==> src/rtl/wb_trace_buffer.sv <==
// Circular trace of recent register-file writebacks with valid/ready drain.
// Optional PC trigger freeze is built when WB_TRACE_TRIGGER_EN is defined.
module wb_trace_buffer #(
  parameter int DEPTH     = 16,
  parameter int POST_TRIG = 4
) (
  input  logic                     clk,
  input  logic                     rst,
  input  logic [31:0]              debug_wb_pc,
  input  logic [3:0]               debug_wb_rf_wen,
  input  logic [4:0]               debug_wb_rf_wnum,
  input  logic [31:0]              debug_wb_rf_wdata,
  input  logic                     clear,
  input  logic                     trig_en,
  input  logic [31:0]              trig_pc,
  output logic                     rd_valid,
  input  logic                     rd_ready,
  output logic [31:0]              rd_pc,
  output logic [4:0]               rd_wnum,
  output logic [31:0]              rd_wdata,
  output logic [$clog2(DEPTH):0]   count,
  output logic [15:0]              drop_cnt,
  output logic                     frozen
);

  localparam int AW = $clog2(DEPTH);
  localparam int CW = AW + 1;

  typedef struct packed {
    logic [31:0] pc;
    logic [4:0]  wnum;
    logic [31:0] wdata;
  } ent_t;

  ent_t          mem_q [DEPTH];
  logic [AW-1:0] wr_ptr_q;
  logic [AW-1:0] rd_ptr_q;
  logic [CW-1:0] count_q;
  logic [15:0]   drop_q;

  logic hold;
  logic cap;
  logic pop;
  logic full;
  ent_t head;

  assign full = (count_q == CW'(DEPTH));
  assign cap  = (debug_wb_rf_wen != 4'd0) && (debug_wb_rf_wnum != 5'd0)
              && !hold && !clear;
  assign pop  = rd_valid && rd_ready && !clear;

`ifdef WB_TRACE_TRIGGER_EN
  typedef enum logic [1:0] {ARMED, POST, FROZEN} state_t;

  state_t        state_q, state_d;
  logic [AW-1:0] post_q, post_d;
  logic          hit;

  assign hit  = trig_en && (debug_wb_pc == trig_pc);
  assign hold = (state_q == FROZEN);

  // Trigger state and post-trigger countdown registers.
  always_ff @(posedge clk) begin
    if (rst) begin
      state_q <= ARMED;
      post_q  <= '0;
    end else begin
      state_q <= state_d;
      post_q  <= post_d;
    end
  end

  // Arm on matching capture, count down post captures, then freeze.
  always_comb begin
    state_d = state_q;
    post_d  = post_q;
    unique case (state_q)
      ARMED: begin
        if (cap && hit) begin
          if (POST_TRIG == 0) begin
            state_d = FROZEN;
          end else begin
            state_d = POST;
            post_d  = AW'(POST_TRIG);
          end
        end
      end
      POST: begin
        if (cap) begin
          post_d = post_q - AW'(1);
          if (post_q == AW'(1)) state_d = FROZEN;
        end
      end
      FROZEN: begin
        state_d = FROZEN;
      end
      default: begin
        state_d = ARMED;
      end
    endcase
    if (clear) begin
      state_d = ARMED;
      post_d  = '0;
    end
  end

  assign frozen = hold;
`else
  logic unused_trig;
  assign unused_trig = ^{trig_en, trig_pc};
  assign hold        = 1'b0;
  assign frozen      = 1'b0;
`endif

  // Entry storage; written only by a capture, never reset.
  always_ff @(posedge clk) begin
    if (cap) begin
      mem_q[wr_ptr_q] <= '{pc: debug_wb_pc,
                           wnum: debug_wb_rf_wnum,
                           wdata: debug_wb_rf_wdata};
    end
  end

  // Pointers, occupancy and drop counter; overwrite oldest when full.
  always_ff @(posedge clk) begin
    if (rst || clear) begin
      wr_ptr_q <= '0;
      rd_ptr_q <= '0;
      count_q  <= '0;
      drop_q   <= '0;
    end else begin
      if (cap) wr_ptr_q <= wr_ptr_q + AW'(1);
      if (pop || (cap && full)) rd_ptr_q <= rd_ptr_q + AW'(1);
      if (cap && full && !pop && drop_q != 16'hFFFF) begin
        drop_q <= drop_q + 16'd1;
      end
      if (cap && !pop && !full) count_q <= count_q + CW'(1);
      else if (pop && !cap) count_q <= count_q - CW'(1);
    end
  end

  assign head     = mem_q[rd_ptr_q];
  assign rd_valid = (count_q != '0);
  assign rd_pc    = rd_valid ? head.pc    : 32'd0;
  assign rd_wnum  = rd_valid ? head.wnum  : 5'd0;
  assign rd_wdata = rd_valid ? head.wdata : 32'd0;
  assign count    = count_q;
  assign drop_cnt = drop_q;

endmodule

==> config.mk <==
export PLATFORM = sky130hd
export DESIGN_NAME = wb_trace_buffer
export DESIGN_NICKNAME = d
export VERILOG_FILES = /design/src/rtl/wb_trace_buffer.sv
export SDC_FILE = /design/constraint.sdc
export NUM_CORES = 1
export LEC_CHECK = 0
export CELL_PAD_IN_SITES_DETAIL_PLACEMENT = 1
export CELL_PAD_IN_SITES_GLOBAL_PLACEMENT = 1
export CORE_ASPECT_RATIO = 0.7
export CORE_MARGIN = 3
export CORE_UTILIZATION = 35
export CTS_BUF_LIST = sky130_fd_sc_hd__clkbuf_8
export CTS_CLUSTER_SIZE = 14
export DETAILED_ROUTE_END_ITERATION = 10
export PLACE_DENSITY_LB_ADDON = 0.2
export SYNTH_ARGS = -nofsm -noshare
export SYNTH_HDL_FRONTEND = slang
export SYNTH_SLANG_ARGS = --single-unit
==> constraint.sdc <==
create_clock -name clk -period 9.64 [get_ports clk]
set_clock_uncertainty 0.05 [all_clocks]
set_input_delay 1.446 -clock clk [delete_from_list [all_inputs] [get_ports clk]]
set_output_delay 1.446 -clock clk [all_outputs]
set_load 0.02 [all_outputs]
# Yosys cells after proc, flatten, opt, wreduce, memory -nomap -nowiden
# Memory sizes are Yosys's and may differ from the RTL's. A register that Yosys moved wholly into a read port is not among the register bits.
# Index checks and enable logic that the tools add are counted.
dict set report word_totals {
  memories 1
  inputBits 110
  wordCells 41
  ram_bits 1104
  reg_bits 29
}
# name words word_bits read_ports rd_clocked_by_memory_dff wr line_no
set mem_list {}
lappend mem_list {mem_q 16 69 1 1 1 35} ;# ent_t mem_q [DEPTH];
dict set report classes {
  muxes 9
  n_addsub 5
  reduce_logical 20
  n_eq_ne 2
}
# op count
set ops {}
lappend ops {{$mux W32} 2}
lappend ops {{$add A16 B1 Y16 const B} 1}
lappend ops {{$ne A16 B16 Y1 const B} 1}
lappend ops {{$mux W5} 3}
lappend ops {{$logic_and A1 B1 Y1} 10}
lappend ops {{$reduce_bool A5 Y1} 2}
lappend ops {{$add A4 B1 Y4 const B} 2}
lappend ops {{$mux W4} 2}
lappend ops {{$add A5 B1 Y5 const B} 1}
lappend ops {{$eq A5 B5 Y1 const B} 1}
lappend ops {{$sub A5 B1 Y5 const B} 1}
lappend ops {{$logic_not A1 Y1} 4}
lappend ops {{$reduce_bool A4 Y1} 1}
lappend ops {{$logic_or A1 B1 Y1} 2}
lappend ops {{$mux W1} 2}
lappend ops {{$reduce_bool A2 Y1} 1}

# Logic depth before layout (Yosys ltp)
# Gate-level depths: netlist of the first run.
dict set report logic_depth {
  depth_word 7
  ltp_mapped 11
}

# Least setup slack after synthesis of the first run
# Ideal clock, no wire load.
dict set report synth_path {
  path_kind {input to register}
  from {input port debug_wb_rf_wen[0]}
  to {memory mem_q[0][0] (netlist bit), enable pin}
  path_slack_ns 1.919
  path_stages 6
  n_path_buf 1
  t_arrival_ns 7.090
  setup_ns 0.581
  cell_sequence {nor4_1 or2_2 clkbuf_1 nor2_1 nand2_1 nor3_1}
}
dict set report synth_via {
  elab_chain_cells 5
}
# element line_no
set synth_rtl {}
lappend synth_rtl {{from (decl)} 10} ;# input logic [3:0] debug_wb_rf_wen,
lappend synth_rtl {{$reduce_bool A4 Y1} 48} ;# assign cap = (debug_wb_rf_wen != 4'd0) && (debug_wb_rf_wnum != 5'd0)
lappend synth_rtl {{$logic_and A1 B1 Y1} 48}
lappend synth_rtl {{$logic_and A1 B1 Y1} 49} ;# && !hold && !clear;
lappend synth_rtl {{$mux W1} 117} ;# if (cap) begin
lappend synth_rtl {{$mux W1 (implied by the code)} 118} ;# mem_q[wr_ptr_q] <= '{pc: debug_wb_pc,
lappend synth_rtl {{to (decl)} 35}
# Every way passes these cells.

# Worst setup path after layout of the first run
dict set report layout_path {
  from {register count_q[0] (netlist: count[0])}
  to {output port rd_pc[28]}
}
dict set report layout_via {
  elab_chain_cells 2
}
# element line_no
set layout_rtl {}
lappend layout_rtl {{from (decl)} 38} ;# logic [CW-1:0] count_q;
lappend layout_rtl {{from (signal assigned)} 137} ;# if (cap && !pop && !full) count_q <= count_q + CW'(1);
lappend layout_rtl {{from (signal assigned)} 138} ;# else if (pop && !cap) count_q <= count_q - CW'(1);
lappend layout_rtl {{$reduce_bool A5 Y1} 143} ;# assign rd_valid = (count_q != '0);
lappend layout_rtl {{$mux W32} 144} ;# assign rd_pc = rd_valid ? head.pc : 32'd0;
lappend layout_rtl {{to (decl)} 18} ;# output logic [31:0] rd_pc,
# Every way passes these cells.

==> impl_results.md, run 1 <==
* Die width at 427.1 µm
* Highest clock rate at 166.7 MHz
* Share of Yosys cell area claimed by the top area cell type at 76.29%
* Combinational power share at 5.6%
* Worst-path fanout max at 38
* Mean post-synth cell area at 22.61 µm²
* P_leak at 14.98 nW
* Clk_lat worst skew at 0.85 ns
* Synth-to-Final Area Change at 15.70%
* Synth Flop Type: edfxtp_1
* CTS tree: built
* Core ar. at 122500 µm²
* Syn nets at 2042
* Io pins at 202
* Post-synth top area cell: edfxtp_1
* Crit path max-delay family: simple AND/OR/NAND/NOR gates
* Switch share at 22.69%
* Post-cts hold buffer count at 0
* Sw Pwr at 0.002166 W
* Final setup violation count at 0
* Htree depth at 4
* # Max-Cap Violations at 0
* Simple-Gate Fraction of Synth Area at 1.411%
* Synth area leaders: edfxtp_1 76%, mux4_2 14%, mux2i_1 3.3%, dfxtp_1 1.5%, o22ai_1 0.99%
* GRT Overall Usage at 16.90%
* GP Congestion at 0.7193
* Largest family of logic cells by synthesized area: multiplexers
* Least-Margin Pin Slew at 1.150 ns
* Post-route ant nets at 0
* WP data arrival at 4.50 ns
* Worst reg2reg setup slack at 6.49 ns
* Cell-internal power at 0.007381 W
* Worst hold path startpoint: rd_ptr_q[1]
* HPWL Detailed at 53.84 mm
* Setup crit end kind: output port
* Initial antenna violation count at 10
* Die height at 300.8 µm
* Synth Area in Compound Gates at 1.627%
* Netlist cell types at 40
* R2R depth at 10
* Vias in the first global route at 22516
* Remaining Overflow, GRT at 0
* Routed Wire Length at 107.3 mm
* Kind of critical path: flip-flop to output port
* DR pass1 iterations at 6
* Worst Hold Class: flip-flop to flip-flop
* Adder-cell share of the synthesized area at 0.3052%
* Vias per inst at 5.153
* Final Hold Fails at 0
* Final setup TNS at 0 ns
* Max IR drop VDD at 0.09866 mV
* Hold depth at 2
* Total die area at 128500 µm²
* Pwr Density at 189.9 nW/µm²
* Crit-path cells: nor4_4 > nand2_1 > nand2b_4 > buf_4 > o22ai_1 > clkdlybuf4s50_1
* Clock sink count at 1137
* Bufs on Longest Clock Path at 3
* Post-CTS setup buffers at 0
* CTS clk-pin slew, worst paths at 0.07 ns
* Clock share of power at 37.1%
* Residual DRC at 0
* Cell Rows at 107
* RSZ-0062 raised after global routing: false
* Worst Hold End: rd_ptr_q[1]
* Drt wl/cell at 27.06 µm
* Slew HR at 23.34%
* Seq pwr share at 57.3%
* CP startpoint kind: flip-flop
* WP data required at 8.14 ns
* Max Slew Vio Count at 0
* Count of input and output buffers at 167
* Root buf cell: clkbuf_8
* Worst Path Buf+Inv at 2
* CP max stage cell: buf_4
* Status: finished clean
* Post-CTS sizing at 0
* Share of cells above drive strength 1 at 23.35%
* Largest net degree at the start of global routing at 156
* Total Power at 0.009547 W
* Crit path largest cell delay at 0.72 ns
* Post-synthesis sequential area ratio at 77.81%
* Min cycle time layout at 6.000 ns
* Mux contribution to synthesized area at 17.60%
* Syn Inst Count at 1922
* Reg-to-reg endpoint: count[4]
* Reg-to-Reg Start: count[0]
* Initial Util at 35.47%
* Final nets at 2326
* Cell Area, Synth at 43450 µm²
* Ys async rst share at 0%
* First-pass GRT wire length at 156.8 mm
* Vias at 20436
* Post-Synth XOR/XNOR Area at 0.1612%
* Fin crit share at 62.24%
* Num CTS Buffers at 176
* Flops & latches, synth at 1137
* Synth warnings at 0
* Number of DRC markers in iteration 0 at 1584
* Post-synth EDFFs at 1104
## layout make-up
cell class | count | area (µm²)
repair buffers | 211 | 2052
diodes | 6 | 15.01
multi-input cells | 671 | 9308
fillers | 11519 | 72220
flip-flops and latches | 1137 | 33820
inverters | 9 | 33.78
clock buffers | 178 | 2450
clock inverters | 119 | 549.3
well taps | 1635 | 2046
## sequential cells by signal, summed over array words and instances, names as in the netlist, named ones only
| signal | cells |
|---|---|
| mem_q | 1104 |
| count | 5 |
| wr_ptr_q | 4 |
| drop_cnt | 16 |
| rd_ptr_q | 4 |
## cell families (layout without fill, tap and decap cells)
group,Yosys count,after routing
other cells,1,7
fa+ha+maj,10,10
xor+xnor,8,8
compound gates,113,113
flops,1137,1137
buf+inv,114,517
simple gates,120,120
mux,419,419
## worst max path at each step
stage                         from           end  slack, ns  depth (start not counted)
6_report                  count[0]     rd_pc[28]       3.64                          6
5_1_grt                   count[0]     rd_pc[28]       3.38                          6
4_1_cts                   count[0]     rd_pc[14]       3.41                          6
3_5_place_dp   debug_wb_rf_wnum[2]  mem_q[2][17]       3.76                          8
3_3_place_gp   debug_wb_rf_wnum[2]  mem_q[2][17]       3.92                          8
2_1_floorplan   debug_wb_rf_wen[0]   mem_q[0][0]       1.92                          6
## Yosys cell counts (all sizes together), types with 2 or more instances
cell,number
a21o,5
a21oi,16
and3,3
buf,46
clkbuf,59
dfxtp,33
edfxtp,1104
ha,9
inv,9
mux2i,143
mux4,276
nand2,22
nand2b,6
nand3,13
nand4,6
nor2,31
nor3,8
nor4,12
o2111ai,2
o211ai,4
o21ai,10
o22ai,69
o31ai,3
or2,5
or3,10
or4,3
xnor2,6
xor2,2
## layout by cell type (no fill, tap or decap), types with 11 or more instances in the layout
| master | count |
|---|---|
| mux4_2 | 276 |
| nand3_1 | 13 |
| clkdlybuf4s50_1 | 167 |
| clkinv_1 | 22 |
| edfxtp_1 | 1104 |
| inv_1 | 89 |
| nor2_4 | 12 |
| clkbuf_8 | 178 |
| buf_4 | 40 |
| nor4_1 | 11 |
| o22ai_1 | 69 |
| nor2_1 | 19 |
| nand2_1 | 21 |
| a21oi_1 | 16 |
| mux2i_1 | 143 |
| dfxtp_1 | 30 |
## stage by stage
step / hold slack [ns] / worst slack [ns] / std cells / util (%) / area [µm²]
6_report: 0.4895 / 3.640 / 3966 / 41.04 / 50280
5_1_grt: 0.5169 / 3.377 / 3962 / 41.03 / 50270
4_1_cts: 0.4874 / 3.411 / 3960 / 41.03 / 50260
3_5_place_dp: 0.4685 / 3.759 / 3663 / 38.58 / 47260
3_3_place_gp: 0.4398 / 3.924 / 3663 / 38.58 / 47260
2_1_floorplan: 0.4001 / 1.919 / 1922 / - / 43450
## per-layer routing
metal  GRT usage [%]  vias to the layer above  part of all wire (%)  routed length (µm)
met3           3.053                      171                   4.2                4549
met5               0                        -                 0.022                  24
met1           22.56                    11065                    44               46680
li1                -                     8739                     -                   -
met4           5.750                        4                   2.4                2578
met2           27.99                      457                    50               53470
## worst register-to-register path, cell delays in order, from the launching register on
cell and delay [ns]:
dfxtp_1 0.37, nor4_4 0.58, nand2_1 0.16, o2111ai_1 0.36
inv_1 0.24, fa_1 0.45, nand2b_1 0.18, a21oi_1 0.20
nand4_1 0.16, a21o_1 0.21, a31oi_1 0.11
## power by group through the flow
| stage | logic, W | clock network (W) | registers, W |
|---|---|---|---|
| 6_report | 0.000533 | 0.00355 | 0.00547 |
| 3_5_place_dp | 0.000549 | 0 | 0.00557 |
| 2_1_floorplan | 0.000257 | 0 | 0.00557 |
| 4_1_cts | 0.000551 | 0.00368 | 0.00547 |
| 3_3_place_gp | 0.000538 | 0 | 0.00557 |
| 5_1_grt | 0.000576 | 0.00390 | 0.00547 |
Note: power is estimated with default switching activity, not from simulation.
==> inputs of run 2 (changes only) <==
==> constraint.sdc (replaced) <==
create_clock -name clk -period 6 [get_ports clk]
set_clock_uncertainty 0.05 [all_clocks]
set_input_delay 0.9 -clock clk [delete_from_list [all_inputs] [get_ports clk]]
set_output_delay 0.9 -clock clk [all_outputs]
set_load 0.02 [all_outputs]
==> impl_results.md, run 2 (synthesis results as in run 1) <==
* Status: finished clean
* RSZ-0062 raised after global routing: false
* Initial Util at 35.47% (unchanged)
* Post-route ant nets at 0 (unchanged)
* Num CTS Buffers at 175 (-0.57%)
* Initial antenna violation count at 9 (-1)
* Largest net degree at the start of global routing at 70 (-55%)
* Fillers at 11449 (-0.61%)
* WP data required at 5.05 ns (-3.09 ns)
* Cell Rows at 107 (unchanged)
* DR pass1 iterations at 5 (-1)
* Most common library cell in the layout ignoring fill and taps: edfxtp_1
* Pre-CTS setup slack at 1.143 ns (-2.615 ns)
* Share of cells above drive strength 1 at 23.81% (+0.45 points)
* Least-Margin Pin Slew at 1.017 ns (-0.1334 ns)
* Final Hold Fails at 0 (unchanged)
* Post-cts hold buffer count at 0 (unchanged)
* Remaining Overflow, GRT at 0 (unchanged)
* GP Congestion at 0.7310 (+1.6%)
* Die width at 427.1 µm (unchanged)
* CP max stage cell: nand2b_4
* Core ar. at 122500 µm² (unchanged)
* Clock sink count at 1137 (unchanged)
* Crit path depth at 6 (unchanged)
* Post-route setup slack at 1.068 ns (-2.572 ns)
* Worst-path fanout max at 37 (-2.6%)
* R2R depth at 10 (unchanged)
* Setup crit end kind: output port
* Total die area at 128500 µm² (unchanged)
* Largest register by flop count: mem_q
* Synth-to-Final Area Change at 16.69%
* Number of DRC markers in iteration 0 at 1711 (+8.0%)
* GRT Overall Usage at 16.55% (-0.35 points)
* Min cycle time layout at 4.932 ns
* Kind of critical path: flip-flop to output port
* Max Slew Vio Count at 0 (unchanged)
* # Max-Cap Violations at 0 (unchanged)
* Io pins at 202 (unchanged)
* Post-CTS sizing at 0 (unchanged)
* Max FFs per register at 1104 (unchanged)
* Worst reg2reg setup slack at 2.86 ns (-3.63 ns)
* Post-CTS setup buffers at 0 (unchanged)
* Bufs on Longest Clock Path at 3 (unchanged)
* HPWL Detailed at 53.19 mm (-1.2%)
* P_leak at 15.03 nW (+0.33%)
* Worst Path Buf+Inv at 2 (unchanged)
* Routed Wire Length at 105.3 mm (-1.9%)
* CTS clk-pin slew, worst paths at 0.06 ns (about the same)
* Crit path max-delay family: simple AND/OR/NAND/NOR gates
* Slew HR at 32.07% (+8.7 points)
* Highest clock rate at 202.7 MHz
* Fin crit share at 82.20%
* Die height at 300.8 µm (unchanged)
* Clk_lat worst skew at 0.83 ns (-0.02 ns)
* Final setup violation count at 0 (unchanged)
* First-pass GRT wire length at 154.1 mm (-1.7%)
* Root buf cell: clkbuf_8
* Highest-count cells in the layout ignoring fill and taps: 1104 x edfxtp_1, 276 x mux4_2, 177 x clkbuf_8
* Max IR drop VDD at 0.2206 mV (+120%)
* Final setup TNS at 0 ns (unchanged)
* Hold depth at 2 (unchanged)
* Residual DRC at 0 (unchanged)
* Crit-path cells: nor4_4 > nand2_1 > nand2b_4 > buf_4 > o22ai_1 > clkdlybuf4s50_1
* Vias per inst at 5.136 (-0.33%)
* Pwr Density at 303.4 nW/µm² (+60%)
* Vias in the first global route at 22414 (-0.45%)
* Htree depth at 4 (unchanged)
* WP data arrival at 3.98 ns (-0.52 ns)
* CTS tree: built
* Worst Hold Class: flip-flop to flip-flop
* CP startpoint kind: flip-flop
* Utilization after layout at 41.40% (+0.35 points)
* Final nets at 2334 (+0.34%)
* Crit path largest cell delay at 0.74 ns (+0.02 ns)
* Vias at 20467 (+0.15%)
* Drt wl/cell at 26.41 µm (-2.4%)
* Count of input and output buffers at 167 (unchanged)
[run 2: cell types whose count changed in the layout (fill, tap and decap cells not counted), moves of 2 or more]
cell,previous run,this run
nor3_4,0,4
inv_1,89,70
nor3_2,4,0
clkinvlp_4,3,6
buf_4,40,23
clkinv_2,3,11
buf_12,4,30
inv_6,6,4
clkinv_1,22,45
clkinv_8,3,0
[run 2: power by group]
part | internal (W) | switching, W
logic | 0.000355 | 0.000508
clock network | 0.00278 | 0.00295
registers | 0.00877 | 0.0000216
total | 0.0119 | 0.00348
[run 2: final cells by class]
| type | count | area [µm²] | share of cell area, % |
|---|---|---|---|
| Sequential cell | 1137 | 33820 | 66.70 |
| Clock inverter | 130 | 585.6 | 1.155 |
| Inverter | 9 | 33.78 | 0.06662 |
| Tap cell | 1635 | 2046 | 4.034 |
| Multi-Input combinational cell | 671 | 9324 | 18.39 |
| Timing Repair Buffer | 220 | 2445 | 4.821 |
| Clock buffer | 177 | 2436 | 4.804 |
| Antenna cell | 6 | 15.01 | 0.02961 |
[run 2: per-layer routing]
metal	GRT usage, %	vias up	wire length, µm
met1	22.40	11116	46710
met4	5.164	4	2043
met2	27.26	426	52140
met5	0	-	37
li1	-	8774	-
met3	3.018	147	4324
[run 2: path summary, 6_finish.rpt]
kind                  endpoint   startpoint
setup reg to reg      count[4]     count[0]
hold reg to reg      flip-flop  rd_ptr_q[3]
hold / removal       flip-flop  rd_ptr_q[3]
setup / recovery  rd_wdata[24]     count[0]
[run 2: tightest hold or removal path, cell delays in order (launching register included)]
cell and delay [ns]:
dfxtp_1 0.31, nand2_1 0.05, mux2i_1 0.08
[run 2: per-stage QoR]
stage | std cells | power [W] | instance area [µm²] | hold slack (ns)
final | 3985 | 0.01538 | 50710 | 0.4327
after global routing | 3982 | 0.01604 | 50700 | 0.4951
after CTS | 3979 | 0.01564 | 50690 | 0.4463
after detailed placement | 3672 | 0.009840 | 47670 | 0.4381
after global placement | 3672 | 0.009817 | 47670 | 0.4347
after floorplan | 1922 | 0.009363 | 43470 | 0.4001
==> inputs of run 3 (changes only) <==
==> constraint.sdc (replaced) <==
create_clock -name clk -period 4.6 [get_ports clk]
set_clock_uncertainty 0.05 [all_clocks]
set_input_delay 0.69 -clock clk [delete_from_list [all_inputs] [get_ports clk]]
set_output_delay 0.69 -clock clk [all_outputs]
set_load 0.02 [all_outputs]
==> impl_results.md, run 3 (synthesis results as in run 1) <==
* Largest register by flop count: mem_q
* Post-CTS sizing at 0 (unchanged)
* Kind of critical path: flip-flop to output port
* WP data required at 3.86 ns (-1.19 ns)
* Worst Hold Class: flip-flop to flip-flop
* Setup crit end kind: output port
* CTS clk-pin slew, worst paths at 0.06 ns (about the same)
* Post-route ant nets at 0 (unchanged)
* Reg area at 33820 µm² (unchanged)
* Final std cells w/o fill at 4029 (+1.1%)
* Cell Rows at 107 (unchanged)
* Highest-count cells in the layout ignoring fill and taps: 1104 x edfxtp_1, 276 x mux4_2, 187 x clkbuf_8
* Post-route setup slack at 0.2758 ns (-0.7920 ns)
* WP data arrival at 3.58 ns (-0.40 ns)
* Root buf cell: clkbuf_8
* Fin crit share at 94.01%
* DR pass1 iterations at 5 (unchanged)
* Initial Util at 35.47% (unchanged)
* First-pass GRT wire length at 158.3 mm (+2.7%)
* P_leak at 15.37 nW (+2.3%)
* Final setup violation count at 0 (unchanged)
* Status: finished clean
* Post-CTS setup buffers at 0 (unchanged)
* Pre-CTS setup slack at 0.4567 ns (-0.6865 ns)
* Drt wl/cell at 26.74 µm (+1.2%)
* Number of DRC markers in iteration 0 at 1583 (-7.5%)
* Routed Wire Length at 107.7 mm (+2.4%)
* Hold WS at 0.4300 ns (-0.002723 ns)
* Slew HR at 25.36% (-6.7 points)
* Htree depth at 4 (unchanged)
* Final Hold Fails at 0 (unchanged)
* Post-cts hold buffer count at 0 (unchanged)
* Die height at 300.8 µm (unchanged)
* Highest clock rate at 231.3 MHz
* Vias in the first global route at 22873 (+2.0%)
* Initial antenna violation count at 9 (unchanged)
* Worst reg2reg setup slack at 1.86 ns (-1.00 ns)
* Remaining Overflow, GRT at 0 (unchanged)
* Min cycle time layout at 4.324 ns
* Most common library cell in the layout ignoring fill and taps: edfxtp_1
* Pwr Density at 397.7 nW/µm² (+31%)
* Least-Margin Pin Slew at 1.117 ns (+0.1003 ns)
* CP startpoint kind: flip-flop
* Area of the multi-input gates at 9324 µm² (unchanged)
* Worst-path fanout max at 20 (-46%)
* Total die area at 128500 µm² (unchanged)
* Num CTS Buffers at 180 (+2.9%)
* GRT Overall Usage at 17.00% (+0.45 points)
* Core ar. at 122500 µm² (unchanged)
* Io pins at 202 (unchanged)
* Synth-to-Final Area Change at 18.39%
* Die width at 427.1 µm (unchanged)
* HPWL Detailed at 57.47 mm (+8.1%)
* # Max-Cap Violations at 0 (unchanged)
* Vias at 20653 (+0.91%)
* Fillers at 11468 (+0.17%)
* CTS tree: built
* Total Power at 0.02046 W (+33%)
* Clk_lat worst skew at 0.84 ns (about the same)
* Vias per inst at 5.126 (-0.19%)
* GP Congestion at 0.7279 (-0.42%)
* Final nets at 2375 (+1.8%)
* Max Slew Vio Count at 0 (unchanged)
* RSZ-0062 raised after global routing: false
* Residual DRC at 0 (unchanged)
* Clock sink count at 1137 (unchanged)
* Max IR drop VDD at 0.2469 mV (+12%)
* Share of cells above drive strength 1 at 25.20% (+1.4 points)
* Post-Place Cells at 3708 (+0.98%)
* Bufs on Longest Clock Path at 3 (unchanged)
* Utilization after layout at 42.00% (+0.60 points)
* Max FFs per register at 1104 (unchanged)
* Count of input and output buffers at 167 (unchanged)
* Largest net degree at the start of global routing at 70 (unchanged)
==> run 3: cell count changes in the layout (fill, tap and decap cells not counted) <==
cell / delta
inv_6: -4
clkbuf_8: +10
bufinv_16: +3
buf_4: +14
buf_12: +22
clkinv_2: -1
clkinvlp_4: -1
inv_1: -5
diode_2: -1
inv_8: +1
clkinv_1: +6
==> run 3: metrics by stage <==
stage | TNS, ns | cell area, µm²
floorplan | -330.64 | 43480
global placement | 0 | 48220
detailed placement | 0 | 48220
CTS | 0 | 51430
global route | 0 | 51450
finish | 0 | 51450
==> run 3: power breakdown <==
group	total [W]	switching, W	internal, W
Combinational	0.00116	0.000679	0.000480
Clock	0.00784	0.00388	0.00397
Sequential	0.0115	0.0000240	0.0114
==> run 3: path summary, 6_finish.rpt <==
check	cells past startpoint	endpoint	startpoint
setup / recovery	7	rd_pc[27]	count[2]
hold / removal	2	flip-flop	rd_ptr_q[3]
setup reg to reg	3	mem_q[11][21]	wr_ptr_q[3]
hold reg to reg	2	flip-flop	rd_ptr_q[3]
==> run 3: final cells by class <==
| class | instances | area share, % |
|---|---|---|
| clock inverters | 129 | 1.250 |
| flip-flops and latches | 1137 | 65.75 |
| repair buffers | 256 | 5.813 |
| well taps | 1635 | 3.976 |
| inverters | 9 | 0.06566 |
| diodes | 5 | 0.02432 |
| clock buffers | 187 | 5.003 |
| multi-input cells | 671 | 18.12 |
==> run 3: worst max-delay path: stages (launching register included) <==
cell	delay [ns]
dfxtp_1	0.46
nor4_4	0.07
buf_4	0.17
nand2_1	0.19
nand2b_4	0.33
buf_4	0.37
o22ai_1	0.43
clkdlybuf4s50_1	0.70
==> run 3: per-layer routing <==
layer / GRT usage [%] / share of wire, % / vias to the layer above
li1: - / - / 8856
met4: 6.022 / 2.3 / 4
met5: 0 / 0.021 / -
met2: 28.16 / 50 / 489
met1: 22.80 / 43 / 11133
met3: 2.745 / 4.1 / 171
